==> src/rtl/cpu_pkg.sv <==
// Shared types and constants for the register-file writeback path.
// Requester indices match the slot order of the arbiter's request vectors.
package cpu_pkg;
   localparam int REG_SEL_W = 2;
   localparam int NREG      = 4;
   localparam int DATA_W    = 8;

   typedef logic [REG_SEL_W-1:0] reg_sel_t;
   typedef logic [DATA_W-1:0]    reg_data_t;

   typedef enum logic [1:0] {
      REQ_ALU  = 2'd0,
      REQ_LOAD = 2'd1,
      REQ_DBG  = 2'd2
   } req_id_e;
endpackage

==> src/rtl/regfile_write_arbiter_if.sv <==
// Writeback requester bus, decode reservation port and register-file write port.
// The master side is the requesters/decode; the slave side is the arbiter.
interface regfile_write_arbiter_if #(
   parameter int N_REQ = 3
);
   import cpu_pkg::*;
   localparam int GNT_W = $clog2(N_REQ);

   logic [N_REQ-1:0]           req_valid;
   logic [N_REQ*REG_SEL_W-1:0] req_sel;
   logic [N_REQ*DATA_W-1:0]    req_data;
   logic [N_REQ-1:0]           req_ready;
   logic                       rsv_valid;
   reg_sel_t                   rsv_sel;
   logic                       rsv_ready;
   logic [NREG-1:0]            busy;
   logic                       rf_write_en;
   reg_sel_t                   rf_write_sel;
   reg_data_t                  rf_write_data;
   logic [GNT_W-1:0]           last_grant;

   modport master (
      output req_valid, req_sel, req_data, rsv_valid, rsv_sel,
      input  req_ready, rsv_ready, busy, rf_write_en, rf_write_sel,
             rf_write_data, last_grant
   );

   modport slave (
      input  req_valid, req_sel, req_data, rsv_valid, rsv_sel,
      output req_ready, rsv_ready, busy, rf_write_en, rf_write_sel,
             rf_write_data, last_grant
   );
endinterface

==> src/rtl/rr_arbiter.sv <==
// Round-robin arbiter: one-hot grant scanning from ptr_q with wraparound.
// The pointer moves to the slot after the winner whenever a grant is issued.
module rr_arbiter #(
   parameter  int N = 3,
   localparam int W = $clog2(N)
) (
   input  logic         clk,
   input  logic         rst_n,
   input  logic [N-1:0] req_i,
   output logic [N-1:0] grant_o,
   output logic [W-1:0] idx_o
);
   logic [W-1:0] ptr_q;
   logic [W-1:0] cand;
   logic         found;

   always_comb begin
      grant_o = '0;
      idx_o   = '0;
      found   = 1'b0;
      cand    = '0;
      for (int off = 0; off < N; off++) begin
         cand = W'((int'(ptr_q) + off) % N);
         if (!found && req_i[cand]) begin
            found         = 1'b1;
            grant_o[cand] = 1'b1;
            idx_o         = cand;
         end
      end
   end

   always_ff @(posedge clk or negedge rst_n) begin
      if (!rst_n) begin
         ptr_q <= '0;
      end else if (found) begin
         ptr_q <= (int'(idx_o) == N - 1) ? '0 : idx_o + 1'b1;
      end
   end
endmodule

==> src/rtl/regfile_write_arbiter.sv <==
// Shares the register-file write port between writeback requesters and
// tracks per-register pending writes so decode can stall on hazards.
module regfile_write_arbiter
   import cpu_pkg::*;
#(
   parameter int N_REQ = 3
) (
   input logic                  clk,
   input logic                  rst_n,
   regfile_write_arbiter_if.slave bus
);
   localparam int GNT_W = $clog2(N_REQ);

   reg_sel_t         sel_arr  [N_REQ];
   reg_data_t        data_arr [N_REQ];
   logic [N_REQ-1:0] req_vec;
   logic [N_REQ-1:0] grant;
   logic [GNT_W-1:0] gnt_idx;
   logic             accept;
   reg_sel_t         win_sel;

   logic [NREG-1:0]  busy_q, busy_d;
   logic             we_q;
   reg_sel_t         sel_q;
   reg_data_t        data_q;
   logic [GNT_W-1:0] lg_q;

   genvar gi;
   for (gi = 0; gi < N_REQ; gi++) begin : g_unpack
      assign sel_arr[gi]  = bus.req_sel[gi*REG_SEL_W +: REG_SEL_W];
      assign data_arr[gi] = bus.req_data[gi*DATA_W +: DATA_W];
   end

   // Masking requests during reset keeps every ready low without extra gating.
   assign req_vec = bus.req_valid & {N_REQ{rst_n}};

   rr_arbiter #(.N(N_REQ)) u_rr (
      .clk     (clk),
      .rst_n   (rst_n),
      .req_i   (req_vec),
      .grant_o (grant),
      .idx_o   (gnt_idx)
   );

   assign accept        = |grant;
   assign win_sel       = sel_arr[gnt_idx];
   assign bus.req_ready = grant;
   assign bus.rsv_ready = rst_n & ~busy_q[bus.rsv_sel];

   // Set is applied after clear so a same-register reservation wins.
   always_comb begin
      busy_d = busy_q;
      if (accept) busy_d[win_sel] = 1'b0;
      if (bus.rsv_valid && bus.rsv_ready) busy_d[bus.rsv_sel] = 1'b1;
   end

   always_ff @(posedge clk or negedge rst_n) begin
      if (!rst_n) begin
         busy_q <= '0;
         we_q   <= 1'b0;
         sel_q  <= '0;
         data_q <= '0;
         lg_q   <= '0;
      end else begin
         busy_q <= busy_d;
         we_q   <= accept;
         if (accept) begin
            sel_q  <= win_sel;
            data_q <= data_arr[gnt_idx];
            lg_q   <= gnt_idx;
         end
      end
   end

   assign bus.busy          = busy_q;
   assign bus.rf_write_en   = we_q;
   assign bus.rf_write_sel  = sel_q;
   assign bus.rf_write_data = data_q;
   assign bus.last_grant    = lg_q;
endmodule
==> src/flat_wrapper.sv <==
// flat-port wrapper written by rule: the top's interface ports become plain ports
module regfile_write_arbiter_flat import cpu_pkg::*;
#(
   parameter int N_REQ = 3
)
  (clk, rst_n, bus_req_valid, bus_req_sel, bus_req_data, bus_rsv_valid, bus_rsv_sel, bus_req_ready, bus_rsv_ready, bus_busy, bus_rf_write_en, bus_rf_write_sel, bus_rf_write_data, bus_last_grant);
  regfile_write_arbiter_if #(.N_REQ(N_REQ)) bus_i ();
  input logic clk;
  input logic rst_n;
  input wire logic [$bits(bus_i.req_valid)-1:0] bus_req_valid;
  input wire logic [$bits(bus_i.req_sel)-1:0] bus_req_sel;
  input wire logic [$bits(bus_i.req_data)-1:0] bus_req_data;
  input wire logic [$bits(bus_i.rsv_valid)-1:0] bus_rsv_valid;
  input wire logic [$bits(bus_i.rsv_sel)-1:0] bus_rsv_sel;
  output wire logic [$bits(bus_i.req_ready)-1:0] bus_req_ready;
  output wire logic [$bits(bus_i.rsv_ready)-1:0] bus_rsv_ready;
  output wire logic [$bits(bus_i.busy)-1:0] bus_busy;
  output wire logic [$bits(bus_i.rf_write_en)-1:0] bus_rf_write_en;
  output wire logic [$bits(bus_i.rf_write_sel)-1:0] bus_rf_write_sel;
  output wire logic [$bits(bus_i.rf_write_data)-1:0] bus_rf_write_data;
  output wire logic [$bits(bus_i.last_grant)-1:0] bus_last_grant;
  assign bus_i.req_valid = bus_req_valid;
  assign bus_i.req_sel = bus_req_sel;
  assign bus_i.req_data = bus_req_data;
  assign bus_i.rsv_valid = bus_rsv_valid;
  assign bus_i.rsv_sel = bus_rsv_sel;
  assign bus_req_ready = bus_i.req_ready;
  assign bus_rsv_ready = bus_i.rsv_ready;
  assign bus_busy = bus_i.busy;
  assign bus_rf_write_en = bus_i.rf_write_en;
  assign bus_rf_write_sel = bus_i.rf_write_sel;
  assign bus_rf_write_data = bus_i.rf_write_data;
  assign bus_last_grant = bus_i.last_grant;
  regfile_write_arbiter #(.N_REQ(N_REQ)) u_core (.clk(clk), .rst_n(rst_n), .bus(bus_i));
endmodule
==> config.mk <==
export PLATFORM = sky130hd
export DESIGN_NAME = regfile_write_arbiter_flat
export DESIGN_NICKNAME = d
export VERILOG_FILES = /design/src/rtl/cpu_pkg.sv /design/src/rtl/regfile_write_arbiter_if.sv /design/src/rtl/rr_arbiter.sv /design/src/rtl/regfile_write_arbiter.sv /design/src/flat_wrapper.sv
export SDC_FILE = /design/constraint.sdc
export NUM_CORES = 1
export LEC_CHECK = 0
export CELL_PAD_IN_SITES_DETAIL_PLACEMENT = 1
export CELL_PAD_IN_SITES_GLOBAL_PLACEMENT = 2
export CORE_MARGIN = 10
export CORE_UTILIZATION = 26
export CTS_CLUSTER_SIZE = 12
export DETAILED_ROUTE_END_ITERATION = 10
export PLACE_DENSITY = 0.93
export SLEW_MARGIN = 40
export SYNTH_ARGS = -nofsm -noshare
export SYNTH_HDL_FRONTEND = slang
export SYNTH_SLANG_ARGS = --single-unit
==> constraint.sdc <==
create_clock -name clk -period 3.8 [get_ports clk]
set_input_delay 1.14 -clock clk [delete_from_list [all_inputs] [get_ports clk]]
set_output_delay 1.14 -clock clk [all_outputs]
set_load 0.02 [all_outputs]
Word-level counts from Yosys, hierarchy flattened
Index checks and enable logic that the tools add are counted.
{ "classes": {"n_addsub": 3, "div": 3, "magnitude_cmp": 11, "n_eq_ne": 1, "mux": 36, "n_bitwise": 9, "reduce_logical": 11} }
{ "op_table": {"columns": ["op", "count"], "rows": [
  ["$mod 32x3->32 const B", 2],
  ["$mod 3x3->32 const B", 1],
  ["$bmux 8 s2", 1],
  ["$mux 8", 2],
  ["$lt 2x3->1 const B", 5],
  ["$mux 1", 12],
  ["$mux 2", 6],
  ["$demux 1 s2", 5],
  ["$ge 2x1->1 const B", 5],
  ["$mux 3", 3],
  ["$bmux 1 s2", 4],
  ["$logic_and 1x1->1", 8],
  ["$mux 4", 2],
  ["$or 3x3->3", 2],
  ["$and 4x4->4", 1],
  ["$bmux 2 s2", 1],
  ["$not 4->4", 1],
  ["$or 4x4->4", 1],
  ["$add 2x1->3 const B", 1],
  ["$add 2x2->3 const B", 1],
  ["$and 3x3->3", 1],
  ["$ge 3x3->1 const B", 1],
  ["$not 2->3", 1],
  ["$reduce_or 3->1", 1],
  ["5 further kinds", 6]
]} }
{ "word_totals": {"regBits": 19, "inputBits": 38, "output_inout_bits": 21} }

Depth between registers and ports, before layout
Gate-level depths: netlist of run 1.
{ "logic_depth": {"word_depth": 23, "mapped_depth": 11, "ltp_nobuf": 9} }

Cells and area by module
From an unflattened synthesis of run 1, not the netlist that was laid out.
{ "hier_totals": {"hier_cells": 142, "area_unflattened_um2": 1312.5} }
{ "modules_own_cells": {"columns": ["module", "n_inst", "cells_per_inst", "area_per_inst_um2"], "rows": [
  ["regfile_write_arbiter", 1, 100, 960.9],
  ["rr_arbiter", 1, 42, 351.6]
]} }

Least setup slack after synthesis of run 1
Ideal clock, no wire load.
{ "synth_timing": {"kind": "input to output", "from": "input bus_req_valid[1]", "to": "output bus_req_ready[0]", "t_arrival_ps": 2335, "path_slack_ps": 325, "stages": 6, "n_path_buf": 1, "cell_sequence": "buf_2 mux2_4 mux2i_4 nor3b_1 o211a_1 a21o_1"} }
{ "synth_via": {"elab_chain_len": 10} }
{ "synth_rtl": {"columns": ["item", "line", "source"], "rows": [
  ["start: declaration", "flat_wrapper.sv:10", "input wire logic [$bits(bus_i.req_valid)-1:0] bus_req_valid;"],
  ["$and 3x3->3 (*)", "regfile_write_arbiter.sv:35", "assign req_vec = bus.req_valid & {N_REQ{rst_n}};"],
  ["$bmux 1 s2", "rr_arbiter.sv:24", "if (!found && req_i[cand]) begin"],
  ["$mux 1 (not written as such)", "rr_arbiter.sv:24", null],
  ["$mux 1", "rr_arbiter.sv:24", null],
  ["$logic_not 1->1", "rr_arbiter.sv:24", null],
  ["$logic_and 1x1->1", "rr_arbiter.sv:24", null],
  ["$mux 1", "rr_arbiter.sv:24", null],
  ["$logic_not 1->1", "rr_arbiter.sv:24", null],
  ["$logic_and 1x1->1", "rr_arbiter.sv:24", null],
  ["$mux 3 (*)", "rr_arbiter.sv:24", null],
  ["end: declaration", "flat_wrapper.sv:15", "output wire logic [$bits(bus_i.req_ready)-1:0] bus_req_ready;"]
]} }
Mark *: on every way between the ends. The rest lies on a longest branch, timed or not. The select of a mux whose other input is x is not followed.

Final worst setup path of run 1
{ "layout_timing": {"from": "input bus_rsv_sel[0]", "to": "output bus_rsv_ready"} }
{ "layout_via": {"elab_chain_len": 4} }
{ "layout_rtl": {"columns": ["item", "line", "source"], "rows": [
  ["start: declaration", "flat_wrapper.sv:14", "input wire logic [$bits(bus_i.rsv_sel)-1:0] bus_rsv_sel;"],
  ["$bmux 1 s2", "regfile_write_arbiter.sv:48", "assign bus.rsv_ready = rst_n & ~busy_q[bus.rsv_sel];"],
  ["$mux 1 (not written as such)", "regfile_write_arbiter.sv:48", null],
  ["$not 1->1", "regfile_write_arbiter.sv:48", null],
  ["$and 1x1->1", "regfile_write_arbiter.sv:48", null],
  ["end: declaration", "flat_wrapper.sv:16", "output wire logic [$bits(bus_i.rsv_ready)-1:0] bus_rsv_ready;"]
]} }
No other way between the ends. The select of a mux whose other input is x is not followed.

==> impl_metrics.prom, run 1 <==
# TYPE chip_impl_metric gauge
chip_impl_info{name="run_status",value="completed"} 1
chip_impl_metric{name="fin_worst_skew",unit="ns"} 0.00296
chip_impl_metric{name="detailedRoute.firstPassIterationCount",unit=""} 4
chip_impl_metric{name="ir_worst_vdd",unit="V"} 0.000306
chip_impl_metric{name="data_arrival_time_of_the_critical_path",unit="ns"} 2.50
chip_impl_info{name="synth_commonest_cells",value="dfrtp_1 (19), nand2_1 (19), inv_1 (12)"} 1
chip_impl_metric{name="die_width",unit="µm"} 97.7
chip_impl_metric{name="insertion_delay_of_the_later_clocked_pin_in_the_worst_skew_pair",unit="ns"} 0.25
chip_impl_metric{name="drv_cap",unit=""} 0
chip_impl_metric{name="cp_num_buf_inv",unit=""} 2
chip_impl_metric{name="via_count",unit=""} 1585
chip_impl_info{name="root_buffer",value="clkbuf_8"} 1
chip_impl_metric{name="ant_nets",unit=""} 0
chip_impl_metric{name="final-hold-violation-count",unit=""} 0
chip_impl_metric{name="async_flop_share",unit="%"} 100
chip_impl_metric{name="tightest_slew",unit="ns"} 0.476
chip_impl_metric{name="route.detailed.drc",unit=""} 0
chip_impl_metric{name="globalRouteTotalUtil",unit="%"} 11.0
chip_impl_info{name="cts_tree",value="yes"} 1
chip_impl_info{name="crit_type",value="in2out"} 1
chip_impl_info{name="ordered_cell_list_for_the_critical_path",value="clkdlybuf4s50_1 > mux4_2 > nor2_1 > buf_2"} 1
chip_impl_metric{name="powerDensity",unit="nW/µm²"} 749
chip_impl_metric{name="cts_inserted_buffers",unit=""} 3
chip_impl_metric{name="io_pins",unit=""} 59
chip_impl_info{name="post_synth_main_area_contributors",value="dfrtp_1 (30%), mux2_4 (8.6%), mux2i_1 (7.0%)"} 1
chip_impl_metric{name="report.final.setup_viol",unit=""} 0
chip_impl_metric{name="area.growth.synth_to_final",unit="%"} 58.3
chip_impl_metric{name="post_synth_fa_ha_maj_area_fraction",unit="%"} 3.19
chip_impl_metric{name="power.static_leakage",unit="nW"} 1.15
chip_impl_metric{name="avgViaCountPerCell",unit=""} 4.89
chip_impl_info{name="netlist.top_cell.by_area",value="dfrtp_1"} 1
chip_impl_metric{name="core_region_area",unit="µm²"} 5890
chip_impl_metric{name="first_global_vias",unit=""} 1830
chip_impl_metric{name="cts_max_level",unit=""} 1
chip_impl_metric{name="die_area",unit="µm²"} 9540
chip_impl_metric{name="fp.dieH",unit="µm"} 97.7
chip_impl_metric{name="synth-compound-area-share",unit="%"} 22.7
chip_impl_metric{name="wl_per_cell",unit="µm"} 16.5
chip_impl_metric{name="finalInstanceArea",unit="µm²"} 2480
chip_impl_metric{name="io_buffers",unit=""} 58
chip_impl_metric{name="yosys-mux-area-fraction",unit="%"} 20.0
chip_impl_info{name="grt_setup_unrepaired",value="false"} 1
chip_impl_metric{name="dpl_cell_area",unit="µm²"} 2420
chip_impl_metric{name="synth-edff-count",unit=""} 0
chip_impl_metric{name="routabilityCongestion",unit=""} 0.803
chip_impl_metric{name="clock_pin_transition_on_the_worst_setup_and_hold_timing_paths",unit="ns"} 0.07
chip_impl_metric{name="final_min_period_over_clock_period",unit="%"} 95.7
chip_impl_metric{name="non_filler_instances",unit=""} 324
chip_impl_metric{name="syn_inst",unit=""} 165
chip_impl_info{name="worstHoldEndpoint",value="u_core.bus.last_grant[0]"} 1
chip_impl_metric{name="yosys.area_share.xor_xnor",unit="%"} 0
chip_impl_metric{name="synth-warning-count",unit=""} 0
chip_impl_metric{name="finalNetCount",unit=""} 292
chip_impl_metric{name="min_path_cells",unit=""} 1
chip_impl_metric{name="netlist_area",unit="µm²"} 1570
chip_impl_metric{name="ff2ff_path_depth",unit=""} 11
chip_impl_metric{name="slew-limit-headroom",unit="%"} 68.2
chip_impl_metric{name="synthesis.nets",unit=""} 207
chip_impl_metric{name="worst-r2r-setup-slack",unit="ns"} 0.77
chip_impl_metric{name="post-synth-top-area-fraction",unit="%"} 30.3
chip_impl_metric{name="postSynthRegisterBits",unit=""} 19
chip_impl_metric{name="avg_cell_area_syn",unit="µm²"} 9.50
chip_impl_metric{name="critical_path.max_stage_delay",unit="ns"} 0.52
chip_impl_metric{name="fmax",unit="MHz"} 275
chip_impl_metric{name="final.setup.tns",unit="ns"} 0
chip_impl_metric{name="clkSinkCount",unit=""} 19
chip_impl_info{name="largest_family_of_logic_cells_by_synthesized_area",value="compound AO/OA/AOI/OAI gates"} 1
chip_impl_info{name="ys_dominant_reg_cell",value="dfrtp_1"} 1
chip_impl_info{name="path_delay_family",value="buffers and inverters"} 1
chip_impl_metric{name="layout.filler_cells",unit=""} 710
chip_impl_metric{name="cp_max_fo",unit=""} 2
chip_impl_metric{name="power",unit="mW"} 1.86
chip_impl_metric{name="antenna_found_initial",unit=""} 0
chip_impl_info{name="timing.rr.start",value="u_core.u_rr.ptr_q[0]"} 1
chip_impl_metric{name="synth_seq_area_share",unit="%"} 30.3
chip_impl_metric{name="ctsLongestPathBuffers",unit=""} 2
chip_impl_info{name="critPathSlowestCell",value="mux4_2"} 1
chip_impl_info{name="critPathLaunchType",value="primary input"} 1
chip_impl_metric{name="half_perimeter_wire_length_of_the_detailed_placement_result",unit="µm"} 4500
chip_impl_metric{name="synth_cell_type_count",unit=""} 49
chip_impl_info{name="end_kind",value="output port"} 1
chip_impl_metric{name="number_of_diodes",unit=""} 0
chip_impl_metric{name="largest_net_degree_at_the_start_of_global_routing",unit=""} 20
chip_impl_metric{name="row_count",unit=""} 28
chip_impl_metric{name="globalRouteOverflowTotal",unit=""} 0
chip_impl_info{name="min_path_type",value="reg2reg"} 1
chip_impl_metric{name="first_pass_grt_wire_length",unit="µm"} 8830
chip_impl_metric{name="worst_path_required",unit="ns"} 2.66
chip_impl_metric{name="layout-drive-gt1-share",unit="%"} 26.9
chip_impl_metric{name="initial_core_utilization",unit="%"} 26.6
chip_impl_info{name="r2r-end",value="u_core.bus.rf_write_data[4]"} 1
chip_impl_metric{name="slew_viol_final",unit=""} 0
chip_impl_info{name="worst_hold_startpoint",value="u_core.bus.last_grant[0]"} 1
chip_impl_metric{name="initialDrtViolationCount",unit=""} 41
chip_impl_metric{name="post_place_cells",unit=""} 318
chip_impl_metric{name="synth-simple-area-share",unit="%"} 17.6
chip_impl_metric{name="finalWirelength",unit="µm"} 5340
chip_impl_metric{name="period_minus_slack",unit="ns"} 3.64
-- routing by layer --
metal | GRT usage, % | vias to the layer above | wire length (µm)
met1 | 11.2 | 754 | 2110
li1 | - | 774 | -
met2 | 20.1 | 49 | 2740
met5 | 0 | - | 0
met4 | 3.47 | 0 | 68
met3 | 4.41 | 8 | 427
-- layout by cell type (no fill, tap or decap), drive strengths merged, types with 2 or more instances in the layout --
| cell type | netlist | routed |
|---|---|---|
| o22ai | 2 | 2 |
| a31oi | 2 | 2 |
| a22oi | 2 | 2 |
| clkdlybuf4s15 | 0 | 2 |
| nand3b | 2 | 2 |
| buf | 6 | 33 |
| nand2 | 20 | 20 |
| nor4b | 2 | 2 |
| a211oi | 2 | 2 |
| o211a | 2 | 2 |
| nand3 | 3 | 3 |
| clkbuf | 3 | 6 |
| o31a | 2 | 2 |
| and2 | 3 | 3 |
| a21oi | 3 | 3 |
| nor3 | 2 | 2 |
| mux2 | 11 | 11 |
| nor2 | 5 | 5 |
| dfrtp | 19 | 19 |
| o21a | 2 | 2 |
| mux2i | 12 | 12 |
| clkdlybuf4s50 | 0 | 50 |
| nor3b | 3 | 3 |
| o2111ai | 2 | 2 |
| nor2b | 5 | 5 |
| a211o | 2 | 2 |
| o21ai | 13 | 13 |
| a21o | 2 | 2 |
| ha | 4 | 4 |
| o31ai | 3 | 3 |
| inv | 12 | 12 |
-- power by group --
part           internal [mW]  switching [mW]
registers              0.303          0.0620
clock network         0.0728          0.0636
logic                  0.684           0.674
total                   1.06           0.799
-- state kept, by name, indices dropped and copies added (netlist names) --
| name | count |
|---|---|
| u_core.bus.rf_write_data | 8 |
| u_core.bus.rf_write_sel | 2 |
| u_core.u_rr.ptr_q | 2 |
| u_core.bus.busy | 4 |
| u_core.bus.last_grant | 2 |
| u_core.bus.rf_write_en | 1 |
-- worst max-delay path by stage --
stage	to	cells past startpoint	slack (ns)	startpoint
after floorplan	bus_req_ready[0]	6	0.32	bus_req_valid[1]
after global placement	bus_req_ready[1]	7	-0.54	bus_req_valid[2]
after detailed placement	bus_req_ready[1]	7	-0.58	bus_req_valid[2]
after CTS	bus_rsv_ready	4	0.03	bus_rsv_sel[0]
after global routing	bus_req_ready[2]	8	0.05	u_core.u_rr.ptr_q[0]
final	bus_rsv_ready	4	0.16	bus_rsv_sel[0]
-- stage by stage --
stage,setup slack (ns),hold slack (ns),util [%]
global route,0.0548,0.510,42.2
global placement,-0.535,0.464,41.1
CTS,0.0343,0.487,42.2
floorplan,0.325,0.500,-
finish,0.163,0.483,42.2
detailed placement,-0.578,0.469,41.1
-- kinds of logic (layout without fill, tap and decap cells) --
kind of cell / count (synthesis) / after routing
AND/OR/NAND/NOR: 50 / 50
flip-flops: 19 / 19
adder cells (fa/ha/maj): 4 / 4
AO/OA/AOI/OAI: 47 / 47
buffers and inverters: 21 / 105
multiplexers: 24 / 24
-- repair_timing --
item,CTS,global route
hold buffers,0,0
endpoints found under the setup margin,4,4
buffers inserted,2,0
gates resized for setup,20,11
pin swaps,1,1
-- area by class of cell --
type                            instances  area [µm²]  share of cell area, %
Multi-Input combinational cell        125        1030                   41.4
Timing Repair Buffer                   89         793                   32.0
Sequential cell                        19         475                   19.2
Tap cell                               75        93.8                   3.78
Inverter                               12        45.0                   1.82
Clock buffer                            3        41.3                   1.66
Clock inverter                          1        5.00                  0.202
Note: power is estimated with default switching activity, not from simulation.
==> run 2, diff against run 1 <==
SETUP_SLACK_MARGIN = 0.5   (was not set)
SKIP_LAST_GASP = 1   (was not set)
clock period = 3.7 ns   (was 3.8 ns; I/O delays follow)
==> impl_metrics.prom, run 2 (synthesis gave the netlist of run 1 again) <==
# TYPE chip_impl_metric gauge
chip_impl_metric{name="globalRouteTotalUtil",unit="%"} 11.8
chip_impl_metric{name="final.setup.tns",unit="ns"} 0
chip_impl_metric{name="ant_nets",unit=""} 0
chip_impl_info{name="ordered_cell_list_for_the_critical_path",value="buf_8 > mux2_4 > mux2i_4 > buf_6 > nor3_4 > a211o_1 > buf_6"} 1
chip_impl_metric{name="half_perimeter_wire_length_of_the_detailed_placement_result",unit="µm"} 4520
chip_impl_metric{name="worst_path_required",unit="ns"} 2.59
chip_impl_metric{name="finalWirelength",unit="µm"} 5580
chip_impl_metric{name="row_count",unit=""} 28
chip_impl_info{name="cts_tree",value="yes"} 1
chip_impl_metric{name="cell_internal_power",unit="mW"} 1.16
chip_impl_metric{name="number_of_diodes",unit=""} 0
chip_impl_metric{name="power.share.clock",unit="%"} 7.1
chip_impl_metric{name="power_switching",unit="µW"} 857
chip_impl_metric{name="layout-drive-gt1-share",unit="%"} 31.2
chip_impl_metric{name="largest_register_ff_count",unit=""} 8
chip_impl_metric{name="non_filler_instances",unit=""} 328
chip_impl_metric{name="dpl_worst_slack",unit="ns"} -0.679
chip_impl_info{name="crit_type",value="in2out"} 1
chip_impl_metric{name="insertion_delay_of_the_later_clocked_pin_in_the_worst_skew_pair",unit="ns"} 0.25
chip_impl_metric{name="route.detailed.drc",unit=""} 0
chip_impl_metric{name="final-hold-violation-count",unit=""} 0
chip_impl_metric{name="fin_worst_skew",unit="ns"} 0.000622
chip_impl_info{name="critPathLaunchType",value="primary input"} 1
chip_impl_metric{name="detailedRoute.firstPassIterationCount",unit=""} 5
chip_impl_metric{name="initialDrtViolationCount",unit=""} 68
chip_impl_metric{name="dpl_cell_area",unit="µm²"} 2410
chip_impl_info{name="grt_setup_unrepaired",value="true"} 1
chip_impl_info{name="run_status",value="completed"} 1
chip_impl_info{name="layout.cells.most_common_list",value="clkdlybuf4s50_1 (48), buf_4 (33), nand2_1 (19), dfrtp_1 (19)"} 1
chip_impl_metric{name="first_global_vias",unit=""} 1952
chip_impl_metric{name="antenna_found_initial",unit=""} 0
chip_impl_metric{name="globalRouteOverflowTotal",unit=""} 0
chip_impl_metric{name="layout.filler_cells",unit=""} 696
chip_impl_metric{name="critical_path.max_stage_delay",unit="ns"} 0.28
chip_impl_metric{name="io_pins",unit=""} 59
chip_impl_metric{name="ctsLongestPathBuffers",unit=""} 2
chip_impl_info{name="worstHoldEndpoint",value="u_core.bus.last_grant[0]"} 1
chip_impl_metric{name="die_width",unit="µm"} 97.7
chip_impl_metric{name="io_buffers",unit=""} 58
chip_impl_metric{name="fmax",unit="MHz"} 291
chip_impl_metric{name="routabilityCongestion",unit=""} 0.840
chip_impl_metric{name="min_path_cells",unit=""} 1
chip_impl_metric{name="cts_hold_buffers",unit=""} 0
chip_impl_metric{name="fp.dieH",unit="µm"} 97.7
chip_impl_metric{name="first_pass_grt_wire_length",unit="µm"} 9570
chip_impl_metric{name="largest_net_degree_at_the_start_of_global_routing",unit=""} 19
chip_impl_metric{name="netSwitchingFraction",unit="%"} 42.5
chip_impl_metric{name="share_seq_of_total_power",unit="%"} 18.8
chip_impl_metric{name="slew-limit-headroom",unit="%"} 63.5
chip_impl_metric{name="period_minus_slack",unit="ns"} 3.44
chip_impl_metric{name="clock_pin_transition_on_the_worst_setup_and_hold_timing_paths",unit="ns"} 0.07
chip_impl_info{name="end_kind",value="output port"} 1
chip_impl_info{name="critPathSlowestCell",value="mux2_4"} 1
chip_impl_metric{name="wl_per_cell",unit="µm"} 17.0
chip_impl_metric{name="initial_core_utilization",unit="%"} 26.6
chip_impl_metric{name="slew_viol_final",unit=""} 0
chip_impl_metric{name="p_comb_share",unit="%"} 74.1
chip_impl_metric{name="tightest_slew",unit="ns"} 0.547
chip_impl_metric{name="multi_input_area",unit="µm²"} 1060
chip_impl_metric{name="setup_ws",unit="ns"} 0.259
chip_impl_metric{name="cp_max_fo",unit=""} 5
chip_impl_metric{name="ff2ff_path_depth",unit=""} 11
chip_impl_metric{name="power",unit="mW"} 2.01
chip_impl_metric{name="avgViaCountPerCell",unit=""} 5.01
chip_impl_info{name="worst_hold_startpoint",value="u_core.bus.last_grant[0]"} 1
chip_impl_metric{name="finalInstanceArea",unit="µm²"} 2580
chip_impl_metric{name="core_region_area",unit="µm²"} 5890
chip_impl_info{name="min_path_type",value="reg2reg"} 1
chip_impl_metric{name="finalNetCount",unit=""} 296
chip_impl_metric{name="clkSinkCount",unit=""} 19
chip_impl_metric{name="cts_max_level",unit=""} 1
chip_impl_metric{name="drv_cap",unit=""} 0
chip_impl_metric{name="powerDensity",unit="nW/µm²"} 781
chip_impl_metric{name="final_min_period_over_clock_period",unit="%"} 93.0
chip_impl_metric{name="power.static_leakage",unit="nW"} 1.19
chip_impl_metric{name="ir_worst_vdd",unit="V"} 0.000379
chip_impl_info{name="r2r-end",value="u_core.bus.last_grant[1]"} 1
chip_impl_info{name="root_buffer",value="clkbuf_8"} 1
chip_impl_metric{name="via_count",unit=""} 1642
chip_impl_metric{name="report.final.setup_viol",unit=""} 0
chip_impl_info{name="timing.rr.start",value="u_core.u_rr.ptr_q[0]"} 1
chip_impl_metric{name="ff_latch_area",unit="µm²"} 475
chip_impl_info{name="crit_top_cell",value="buf_6"} 1
chip_impl_info{name="mostFrequentLayoutCell",value="clkdlybuf4s50_1"} 1
chip_impl_metric{name="die_area",unit="µm²"} 9540
chip_impl_metric{name="worst-r2r-setup-slack",unit="ns"} 0.74
chip_impl_metric{name="data_arrival_time_of_the_critical_path",unit="ns"} 2.33
chip_impl_metric{name="area.growth.synth_to_final",unit="%"} 64.4
chip_impl_metric{name="cts_inserted_buffers",unit=""} 3
chip_impl_metric{name="post_place_cells",unit=""} 317
==> run 2: cell types whose count changed in the layout (fill, tap and decap cells not counted), moves of 2 or more <==
| cell | previous run | this run |
|---|---|---|
| buf_4 | 30 | 33 |
| buf_6 | 1 | 6 |
| ha_1 | 4 | 2 |
| clkdlybuf4s15_2 | 2 | 0 |
| clkdlybuf4s50_1 | 50 | 48 |
| buf_8 | 0 | 2 |
| ha_2 | 0 | 2 |
| clkbuf_2 | 3 | 0 |
==> run 2: power groups by stage <==
| stage | combinational (mW) | sequential (mW) | clock (mW) |
|---|---|---|---|
| global placement | 1.36 | 0.377 | 0 |
| CTS | 1.49 | 0.382 | 0.147 |
| detailed placement | 1.39 | 0.378 | 0 |
| global route | 1.62 | 0.396 | 0.154 |
| finish | 1.49 | 0.380 | 0.142 |
| floorplan | 0.751 | 0.478 | 0 |
==> run 2: area by class of cell <==
type,instances,share of cell area [%]
Multi-Input combinational cell,125,41.3
Timing Repair Buffer,93,33.2
Sequential cell,19,18.4
Tap cell,75,3.64
Clock buffer,4,1.75
Inverter,12,1.75
==> run 2: routing by layer <==
metal	GRT usage [%]	wire length [µm]	vias to the layer above
li1	-	-	779
met1	13.0	2340	795
met2	19.3	2540	61
met3	6.19	604	7
met4	3.02	98	0
met5	0	0	-
==> run 2: worst max path at each step <==
stage                                start               end  cells past startpoint
after detailed placement  bus_req_valid[2]  bus_req_ready[1]                      7
after CTS                 bus_req_valid[0]  bus_req_ready[2]                      7
after floorplan           bus_req_valid[1]  bus_req_ready[0]                      6
after global placement    bus_req_valid[1]  bus_req_ready[0]                      7
after global routing      bus_req_valid[0]  bus_req_ready[2]                      7
final                     bus_req_valid[0]  bus_req_ready[2]                      7
==> run 2: metrics by stage <==
stage | hold slack [ns] | utilization [%]
5_1_grt | 0.541 | 43.8
6_report | 0.501 | 43.8
2_1_floorplan | 0.500 | -
3_3_place_gp | 0.471 | 41.0
4_1_cts | 0.511 | 43.5
3_5_place_dp | 0.490 | 41.0
==> run 2: timing repair <==
item                       in CTS  in global routing
setup buffers                   7                  0
setup endpoints to repair      19                  7
pin swaps                       8                  2
resized for setup              59                  5
==> run 2: worst max-delay path: cells and delay by family <==
family | cells | cell delay, ns
muxes | 2 | 0.51
buffers and inverters | 3 | 0.40
AOI/OAI and AO/OA | 1 | 0.28
and+or+nand+nor | 1 | 0.04
==> run 3, diff against run 2 <==
CORE_UTILIZATION = 36   (was 26)
CTS_BUF_LIST = sky130_fd_sc_hd__clkbuf_16   (was not set)
DONT_BUFFER_PORTS = 1   (was not set)
PLACE_DENSITY = 0.9   (was 0.93)
==> impl_metrics.prom, run 3 (synthesis gave the netlist of run 1 again) <==
# TYPE chip_impl_metric gauge
chip_impl_metric{name="report.final.setup_viol",unit=""} 0
chip_impl_metric{name="slew-limit-headroom",unit="%"} 66.8
chip_impl_metric{name="fp.dieH",unit="µm"} 86.0
chip_impl_metric{name="initial_core_utilization",unit="%"} 38.1
chip_impl_metric{name="cts_inserted_buffers",unit=""} 3
chip_impl_metric{name="cts_hold_buffers",unit=""} 0
chip_impl_metric{name="area.growth.synth_to_final",unit="%"} 17.6
chip_impl_metric{name="ir_worst_vdd",unit="V"} 0.000374
chip_impl_info{name="r2r-end",value="u_core.bus.rf_write_data[6]"} 1
chip_impl_metric{name="timing.critical_path.depth",unit=""} 5
chip_impl_metric{name="die_width",unit="µm"} 86.0
chip_impl_metric{name="finalWirelength",unit="µm"} 4810
chip_impl_info{name="critPathLaunchType",value="primary input"} 1
chip_impl_metric{name="data_arrival_time_of_the_critical_path",unit="ns"} 2.14
chip_impl_info{name="mostFrequentLayoutCell",value="nand2_1"} 1
chip_impl_metric{name="critical_path.max_stage_delay",unit="ns"} 0.26
chip_impl_info{name="root_buffer",value="clkbuf_16"} 1
chip_impl_metric{name="number_of_diodes",unit=""} 0
chip_impl_metric{name="non_filler_instances",unit=""} 221
chip_impl_metric{name="detailedRoute.firstPassIterationCount",unit=""} 3
chip_impl_info{name="min_path_type",value="in2async"} 1
chip_impl_metric{name="io_buffers",unit=""} 0
chip_impl_metric{name="globalRouteTotalUtil",unit="%"} 12.8
chip_impl_metric{name="period_minus_slack",unit="ns"} 3.25
chip_impl_metric{name="dpl_worst_slack",unit="ns"} 0.161
chip_impl_metric{name="powerDensity",unit="nW/µm²"} 960
chip_impl_metric{name="post_place_cells",unit=""} 208
chip_impl_metric{name="ff2ff_path_depth",unit=""} 9
chip_impl_metric{name="routabilityCongestion",unit=""} 0.777
chip_impl_metric{name="fmax",unit="MHz"} 308
chip_impl_metric{name="power.static_leakage",unit="nW"} 0.835
chip_impl_metric{name="worst-r2r-setup-slack",unit="ns"} 0.77
chip_impl_metric{name="insertion_delay_of_the_later_clocked_pin_in_the_worst_skew_pair",unit="ns"} 0.25
chip_impl_metric{name="via_count",unit=""} 1305
chip_impl_metric{name="tightest_slew",unit="ns"} 0.497
chip_impl_metric{name="slew_viol_final",unit=""} 0
chip_impl_info{name="timing.rr.start",value="u_core.u_rr.ptr_q[1]"} 1
chip_impl_metric{name="final_worst_hold_slack",unit="ns"} 0.552
chip_impl_info{name="run_status",value="completed"} 1
chip_impl_metric{name="initialDrtViolationCount",unit=""} 48
chip_impl_metric{name="cp_num_buf_inv",unit=""} 0
chip_impl_metric{name="ctsLongestPathBuffers",unit=""} 2
chip_impl_metric{name="row_count",unit=""} 23
chip_impl_metric{name="cts_max_level",unit=""} 1
chip_impl_metric{name="route.detailed.drc",unit=""} 0
chip_impl_info{name="end_kind",value="output port"} 1
chip_impl_info{name="path_delay_family",value="multiplexers"} 1
chip_impl_metric{name="wl_per_cell",unit="µm"} 21.8
chip_impl_metric{name="io_pins",unit=""} 59
chip_impl_metric{name="final_core_utilization",unit="%"} 44.8
chip_impl_metric{name="final-hold-violation-count",unit=""} 0
chip_impl_info{name="cts_tree",value="yes"} 1
chip_impl_info{name="crit_type",value="in2out"} 1
chip_impl_metric{name="worst_path_required",unit="ns"} 2.59
chip_impl_metric{name="finalNetCount",unit=""} 214
chip_impl_metric{name="half_perimeter_wire_length_of_the_detailed_placement_result",unit="µm"} 3710
chip_impl_info{name="ordered_cell_list_for_the_critical_path",value="mux2_4 > mux2i_4 > nor3b_2 > o211a_1 > a21o_4"} 1
chip_impl_metric{name="final.setup.tns",unit="ns"} 0
chip_impl_metric{name="largest_net_degree_at_the_start_of_global_routing",unit=""} 31
chip_impl_metric{name="clock_pin_transition_on_the_worst_setup_and_hold_timing_paths",unit="ns"} 0.06
chip_impl_metric{name="globalRouteOverflowTotal",unit=""} 0
chip_impl_metric{name="power",unit="mW"} 1.77
chip_impl_metric{name="layout-drive-gt1-share",unit="%"} 28.7
chip_impl_metric{name="finalInstanceArea",unit="µm²"} 1840
chip_impl_info{name="layout.cells.most_common_list",value="nand2_1 (19), dfrtp_1 (18), o21ai_0 (11), buf_4 (11)"} 1
chip_impl_metric{name="dpl_cell_area",unit="µm²"} 1610
chip_impl_metric{name="final_min_period_over_clock_period",unit="%"} 87.8
chip_impl_metric{name="setup_ws",unit="ns"} 0.452
chip_impl_metric{name="first_global_vias",unit=""} 1548
chip_impl_metric{name="ant_nets",unit=""} 0
chip_impl_metric{name="fin_worst_skew",unit="ns"} 0.000520
chip_impl_metric{name="antenna_found_initial",unit=""} 0
chip_impl_metric{name="core_region_area",unit="µm²"} 4120
chip_impl_metric{name="avgViaCountPerCell",unit=""} 5.90
chip_impl_metric{name="largest_register_ff_count",unit=""} 8
chip_impl_metric{name="cp_max_fo",unit=""} 6
chip_impl_metric{name="die_area",unit="µm²"} 7390
chip_impl_info{name="critPathSlowestCell",value="mux2_4"} 1
chip_impl_metric{name="first_pass_grt_wire_length",unit="µm"} 7780
chip_impl_info{name="grt_setup_unrepaired",value="true"} 1
chip_impl_metric{name="drv_cap",unit=""} 0
chip_impl_metric{name="clkSinkCount",unit=""} 19
-- run 3: cell count changes in the layout (fill, tap and decap cells not counted), sizes merged --
cell / previous run / this run
clkbuf: 4 / 3
buf: 43 / 11
clkinv: 0 / 1
dlygate4sd2: 1 / 0
clkdlybuf4s15: 1 / 0
clkdlybuf4s50: 48 / 0
-- run 3: per-layer routing --
metal	wire length, µm	track usage [%]	vias up
met5	0	0	-
met4	63	4.79	0
met3	405	5.11	6
met2	2650	24.3	43
met1	1690	11.8	639
li1	-	-	617
-- run 3: power breakdown --
group | internal (mW) | switching [mW] | leakage [nW]
combinational | 0.507 | 0.528 | 0.570
clock | 0.145 | 0.0787 | 0.0409
sequential | 0.312 | 0.200 | 0.225
-- run 3: what timing repair did --
action,CTS,global route
endpoints found under the setup margin,13,3
setup buffers,7,2
pin swaps,4,1
resized for setup,18,1
-- run 3: worst max path at each step --
stage | end | start | slack, ns
floorplan | bus_req_ready[0] | bus_req_valid[1] | 0.30
global placement | bus_req_ready[1] | bus_req_valid[2] | 0.20
detailed placement | bus_req_ready[1] | bus_req_valid[2] | 0.16
CTS | bus_req_ready[0] | bus_req_valid[0] | 0.45
global route | bus_req_ready[0] | bus_req_valid[0] | 0.41
finish | bus_req_ready[0] | bus_req_valid[0] | 0.45
-- run 3: cell type report --
| class | count | area, µm² |
|---|---|---|
| clock buffer | 3 | 75.1 |
| sequential | 19 | 477 |
| tap | 50 | 62.6 |
| fill | 463 | 2270 |
| timing repair buffer | 11 | 82.6 |
| multi-input combinational | 125 | 1100 |
| clock inverter | 1 | 5.00 |
| inverter | 12 | 45.0 |
==> edit 1, RTL diff (config.mk and constraints of run 1) <==
Set the package constant `REG_SEL_W` to 3 (it was 2).
--- a/src/rtl/cpu_pkg.sv
+++ b/src/rtl/cpu_pkg.sv
@@ -2,5 +2,5 @@
 // Requester indices match the slot order of the arbiter's request vectors.
 package cpu_pkg;
-   localparam int REG_SEL_W = 2;
+   localparam int REG_SEL_W = 3;
    localparam int NREG      = 4;
    localparam int DATA_W    = 8;
Interface: changed (resized bus_req_sel, bus_rf_write_sel and bus_rsv_sel); port bits go from 59 to 64. The function was not compared with the original's and may differ.
==> edit 1 against run 1 <==
  * Setup slack improved by 0.072 ns
  * Sequential cell count is 1 higher
  * Utilization grew 0.79 points
  * Non-clock buffer count is 1 higher
  * Die area up 1.1%
  * Total power is 6.1% higher
  * Hold slack worse by 0.0056 ns
  * Synthesized cell count rose by 3.6%
  * Cell count grew 2.5%
  * Synthesized area up 1.4%
  * Routed wire length is 7.5% higher
  * Final area rose by 2.5%
==> edit 1: results (changes against run 1) <==
[critical_path]
cp.arrival_ns = 2.43  ; -0.07 ns
worstPathMaxFanout = 2  ; unchanged
rr_startpoint = u_core.u_rr.ptr_q[1]
r2r_cells = 11  ; unchanged
slowest_stage = mux4_2
crit_family = buffers and inverters
reg2reg_slack_ns = 0.95  ; +0.18 ns
cp_slowest_stage_delay_ns = 0.51
r2r_end = u_core.bus.rf_write_sel[2]

[clocking]
cts-htree-levels = 1  ; unchanged
cts_root_buffer = clkbuf_8
clock_latency_ns = 0.26
cts_setup_buffers = 0  ; -2
clk_pin_slew_ns = 0.08
cts_buffer_depth = 2  ; unchanged
cts_buffers = 3  ; unchanged

[timing]
fin_skew_ns = 0.00413  ; +0.00117 ns
hold-worst-slack_ns = 0.477  ; -0.00562 ns
slew_headroom_pct = 62.1  ; -6.1 points

[final_layout]
largest_reg_flops = 8  ; unchanged
nFillCells = 690  ; -2.8%
layout.nets = 304  ; +4.1%
num_antenna_cells = 0  ; unchanged
drive_above_1_share_pct = 21.8  ; -5.1 points

[power]
p_switching_mw = 0.895  ; +12%
ir_drop_mv = 0.393  ; +29%
power_leakage_nw = 1.16  ; +0.11%

[yosys]
yosys_most_used_dff = dfrtp_1
synth_seq_area_share_pct = 31.5  ; +1.1 points
yosys_warnings = 0  ; unchanged
synthesis.nets = 217  ; +4.8%
async_flop_share_pct = 100  ; unchanged
synth_area_leaders = dfrtp_1 (31%), mux2i_1 (7.6%), a211oi_1 (4.7%)
synth_commonest_cells = dfrtp_1 (20), nor2_1 (14), mux2i_1 (12)
synth.distinct_cells = 54  ; +10%

[worst_hold_path]
hp-class = register to register
whs_path_depth = 1  ; unchanged
hold_start = u_core.bus.rf_write_data[2]
worst_hold_path.endpoint = u_core.bus.rf_write_data[2]

[outcome]
status = finished clean

[drt]
dr.pass1.iters = 4  ; unchanged
initialDrtViolationCount = 45  ; +9.8%
vias = 1724  ; +8.8%
drt_wl_total_um = 5740  ; +7.5%

[grt]
grt_max_degree = 20  ; unchanged
grt_pass1_vias = 1760  ; -3.8%
antenna_found_initial = 0  ; unchanged
use_met3_pct = 3.38  ; -1.0 points
track_usage_pct = 11.2  ; +0.14 points
grt_pass1_wl_um = 9180  ; +3.9%
grtUsageMet1_pct = 13.1  ; +2.0 points
grtUsageMet2_pct = 20.2  ; +0.12 points

[place]
numPortBuffers = 63  ; +8.6%
dp_hpwl_um = 4750  ; +5.6%
place.gp.congestion = 0.948  ; +18%

## edit 1: cell families (layout without fill, tap and decap cells)
family	after synthesis	count (layout)	share of synthesized area [%]
AOI/OAI and AO/OA	66	66	32.3
and+or+nand+nor	46	46	16.1
DFF	20	20	31.5
buffers and inverters	19	105	5.98
muxes	16	16	11.1
adders and majority gates	4	4	3.15
## edit 1: final cells by class
type / count / area (µm²) / area share [%]
Clock buffer: 4 / 55.1 / 2.17
Tap cell: 75 / 93.8 / 3.69
Multi-Input combinational cell: 132 / 1010 / 39.7
Sequential cell: 20 / 500 / 19.7
Inverter: 11 / 41.3 / 1.62
Timing Repair Buffer: 90 / 842 / 33.1
## edit 1: worst max-delay path by stage
stage / startpoint / end / slack [ns] / cells past startpoint
floorplan: rst_n / bus_req_ready[1] / 0.26 / 5
global placement: bus_req_valid[2] / bus_req_ready[0] / -0.37 / 5
detailed placement: bus_req_valid[0] / bus_req_ready[2] / -0.44 / 6
CTS: bus_req_valid[2] / bus_req_ready[1] / -0.02 / 5
global route: bus_req_valid[0] / bus_req_ready[0] / 0.13 / 6
finish: bus_rsv_sel[0] / bus_rsv_ready / 0.23 / 4
## edit 1: power by group through the flow
stage                     registers (mW)  logic (mW)  clock network, mW
after detailed placement           0.392        1.43                  0
after global placement             0.388        1.40                  0
after floorplan                    0.494       0.752                  0
after CTS                          0.391        1.42              0.167
after global routing               0.401        1.55              0.177
final                              0.387        1.42              0.164
## edit 1: worst reg2reg max path, stage by stage, from the launching register on
cell and delay, ns:
dfrtp_1 0.41, inv_1 0.09, ha_1 0.33, buf_4 0.22, and4bb_1 0.23, o311ai_4 0.35, buf_4 0.20, o211ai_1 0.14
nor2_2 0.34, buf_12 0.20, inv_2 0.04, o22a_1 0.18
## edit 1: timing repair
item | CTS | global route
endpoints found under the hold margin | 0 | 0
setup endpoints to repair | 4 | 4
cloned | 0 | 0
gates resized for setup | 20 | 7
## edit 1: metal layers
metal / vias up / part of all wire [%]
met3: 4 / 5.3
li1: 828 / -
met1: 849 / 42
met4: 0 / 0.47
met5: - / 0
met2: 43 / 53
## edit 1: through the flow
| step | cell area (µm²) | cells | setup WS [ns] | total power, mW |
|---|---|---|---|---|
| 2_1_floorplan | 1590 | 171 | 0.256 | 1.25 |
| 4_1_cts | 2530 | 332 | -0.0164 | 1.98 |
| 5_1_grt | 2540 | 332 | 0.134 | 2.13 |
| 3_3_place_gp | 2480 | 328 | -0.374 | 1.79 |
| 6_report | 2540 | 332 | 0.235 | 1.97 |
| 3_5_place_dp | 2480 | 328 | -0.442 | 1.82 |
==> edit 2, RTL diff (config.mk and constraints of run 1) <==
Without the edit above. Reset style: synchronous (`rst_n`), changed in 2 clocked blocks.
--- a/src/rtl/rr_arbiter.sv
+++ b/src/rtl/rr_arbiter.sv
@@ -30,5 +30,5 @@
    end
 
-   always_ff @(posedge clk or negedge rst_n) begin
+   always_ff @(posedge clk) begin
       if (!rst_n) begin
          ptr_q <= '0;
--- a/src/rtl/regfile_write_arbiter.sv
+++ b/src/rtl/regfile_write_arbiter.sv
@@ -55,5 +55,5 @@
    end
 
-   always_ff @(posedge clk or negedge rst_n) begin
+   always_ff @(posedge clk) begin
       if (!rst_n) begin
          busy_q <= '0;
Function: differs if rst_n is asserted again (counterexample within 4 cycles, from zero or initial values and one cycle with rst_n low); with rst_n held inactive, the same outputs for 10 cycles.
==> edit 2 against run 1 <==
  * Synthesized area decreased by 13%
  * Sequential cell count unchanged
  * Setup slack got worse by 0.044 ns
  * First-iteration DRC count decreased by 54%
  * Die area decreased by 10%
  * Non-clock buffer count decreased by 5
  * Final area decreased by 10%
  * Routed wire length decreased by 9.7%
  * Clock skew increased by 0.0018 ns
  * Critical endpoint is now bus_req_ready[0]
  * Largest cell class unchanged
Power is not compared: it rests on default switching activity, and its combinational part moved more than twofold at a synthesized area within 25%.
==> edit 2: results (changes against run 1) <==
[drt]
initialDrtViolationCount = 19  ; -54%
wl_per_cell_um = 15.4  ; -6.5%
vias = 1501  ; -5.3%

[place]
place.gp.congestion = 0.844  ; +5.2%
dp_hpwl_um = 3870  ; -14%
pre_cts_ws_ns = -0.420  ; +0.158 ns

[yosys]
synth.distinct_cells = 46  ; -6.1%
synth_commonest_cells = nand2_1 (28), dfxtp_1 (19), nor2_1 (14)
async_flop_share_pct = 0  ; -100 points
synth_seq_area_share_pct = 27.9  ; -2.4 points
synth_area_leaders = dfxtp_1 (28%), nand2_1 (7.7%), a311oi_1 (5.1%)
yosys_most_used_dff = dfxtp_1

[grt]
grt_pass1_vias = 1641  ; -10%
grt_pass1_wl_um = 8180  ; -7.4%
track_usage_pct = 11.4  ; +0.33 points
grt_max_degree = 27  ; +35%

[final_layout]
num_antenna_cells = 0  ; unchanged
area.growth.synth_to_final_pct = 63.0
layout.nets = 286  ; -2.1%
nFillCells = 627  ; -12%
drive_above_1_share_pct = 21.0  ; -5.9 points

[clocking]
cts_buffer_depth = 2  ; unchanged

[timing]
tightest_slew_ns = 0.690  ; +0.213 ns
fin_skew_ns = 0.00477  ; +0.00181 ns

[critical_path]
slowest_stage = clkdlybuf4s50_1
worstPathMaxFanout = 5  ; +3
cp.arrival_ns = 2.54  ; +0.04 ns

[worst_hold_path]
hp-class = register to register

[outcome]
status = finished clean

[power]
ir_drop_mv = 0.204

-- edit 2: report_power, final --
group | leakage (nW) | internal [mW] | total (mW) | switching [mW]
Sequential | 0.157 | 0.262 | 0.295 | 0.0332
Clock | 0.0255 | 0.0729 | 0.141 | 0.0686
Combinational | 0.735 | 0.334 | 0.675 | 0.341
-- edit 2: cells by family after synthesis --
group	share of synthesized area, %
buffers and inverters	6.89
flip-flops	27.9
adder cells (fa/ha/maj)	3.67
AND/OR/NAND/NOR	25.3
AO/OA/AOI/OAI	28.3
multiplexers	7.99
-- edit 2: final cells by class --
class                   count  area share (%)
clock buffers               3            1.86
clock inverters             1           0.225
inverters                   8            1.35
multi-input cells         128            40.9
flip-flops and latches     19            17.1
well taps                  70            3.94
repair buffers             84            34.6
-- edit 2: per-layer routing --
layer,part of all wire (%),vias up,track usage [%]
li1,-,751,-
met1,44,707,12.8
met2,46,41,18.8
met3,10,2,6.13
met4,0.44,0,1.93
met5,0,-,0
-- edit 2: through the flow --
stage          power [mW]  TNS, ns  std cells
2_1_floorplan       0.665        0        165
3_3_place_gp        0.956    -1.29        307
3_5_place_dp        0.968    -1.49        307
4_1_cts              1.13        0        312
5_1_grt              1.20        0        313
6_report             1.11        0        313
-- edit 2: worst paths after layout --
check | startpoint | end | slack [ns] | depth (start not counted)
worst max-delay path | bus_req_valid[1] | bus_req_ready[0] | 0.12 | 6
worst min-delay path | u_core.bus.rf_write_sel[1] | u_core.bus.rf_write_sel[1] | 0.47 | 2
worst max register to register | u_core.u_rr.ptr_q[1] | u_core.bus.busy[2] | 0.89 | 12
worst min register to register | u_core.bus.rf_write_sel[1] | u_core.bus.rf_write_sel[1] | 0.47 | 2
-- edit 2: worst register-to-register path, delay by kind of cell, from the launching register on --
family          cells  cell delay (ns)
compound gates      2             0.32
fa+ha+maj           1             0.35
buf+inv             4             0.55
flops               1             0.34
mux                 2             0.45
simple gates        3             0.78
-- edit 2: timing repair --
| action | 4_1_cts | 5_1_grt |
|---|---|---|
| setup endpoints to repair | 4 | 4 |
| pin swaps | 0 | 3 |
| buffers inserted | 1 | 1 |
| resized for setup | 17 | 5 |
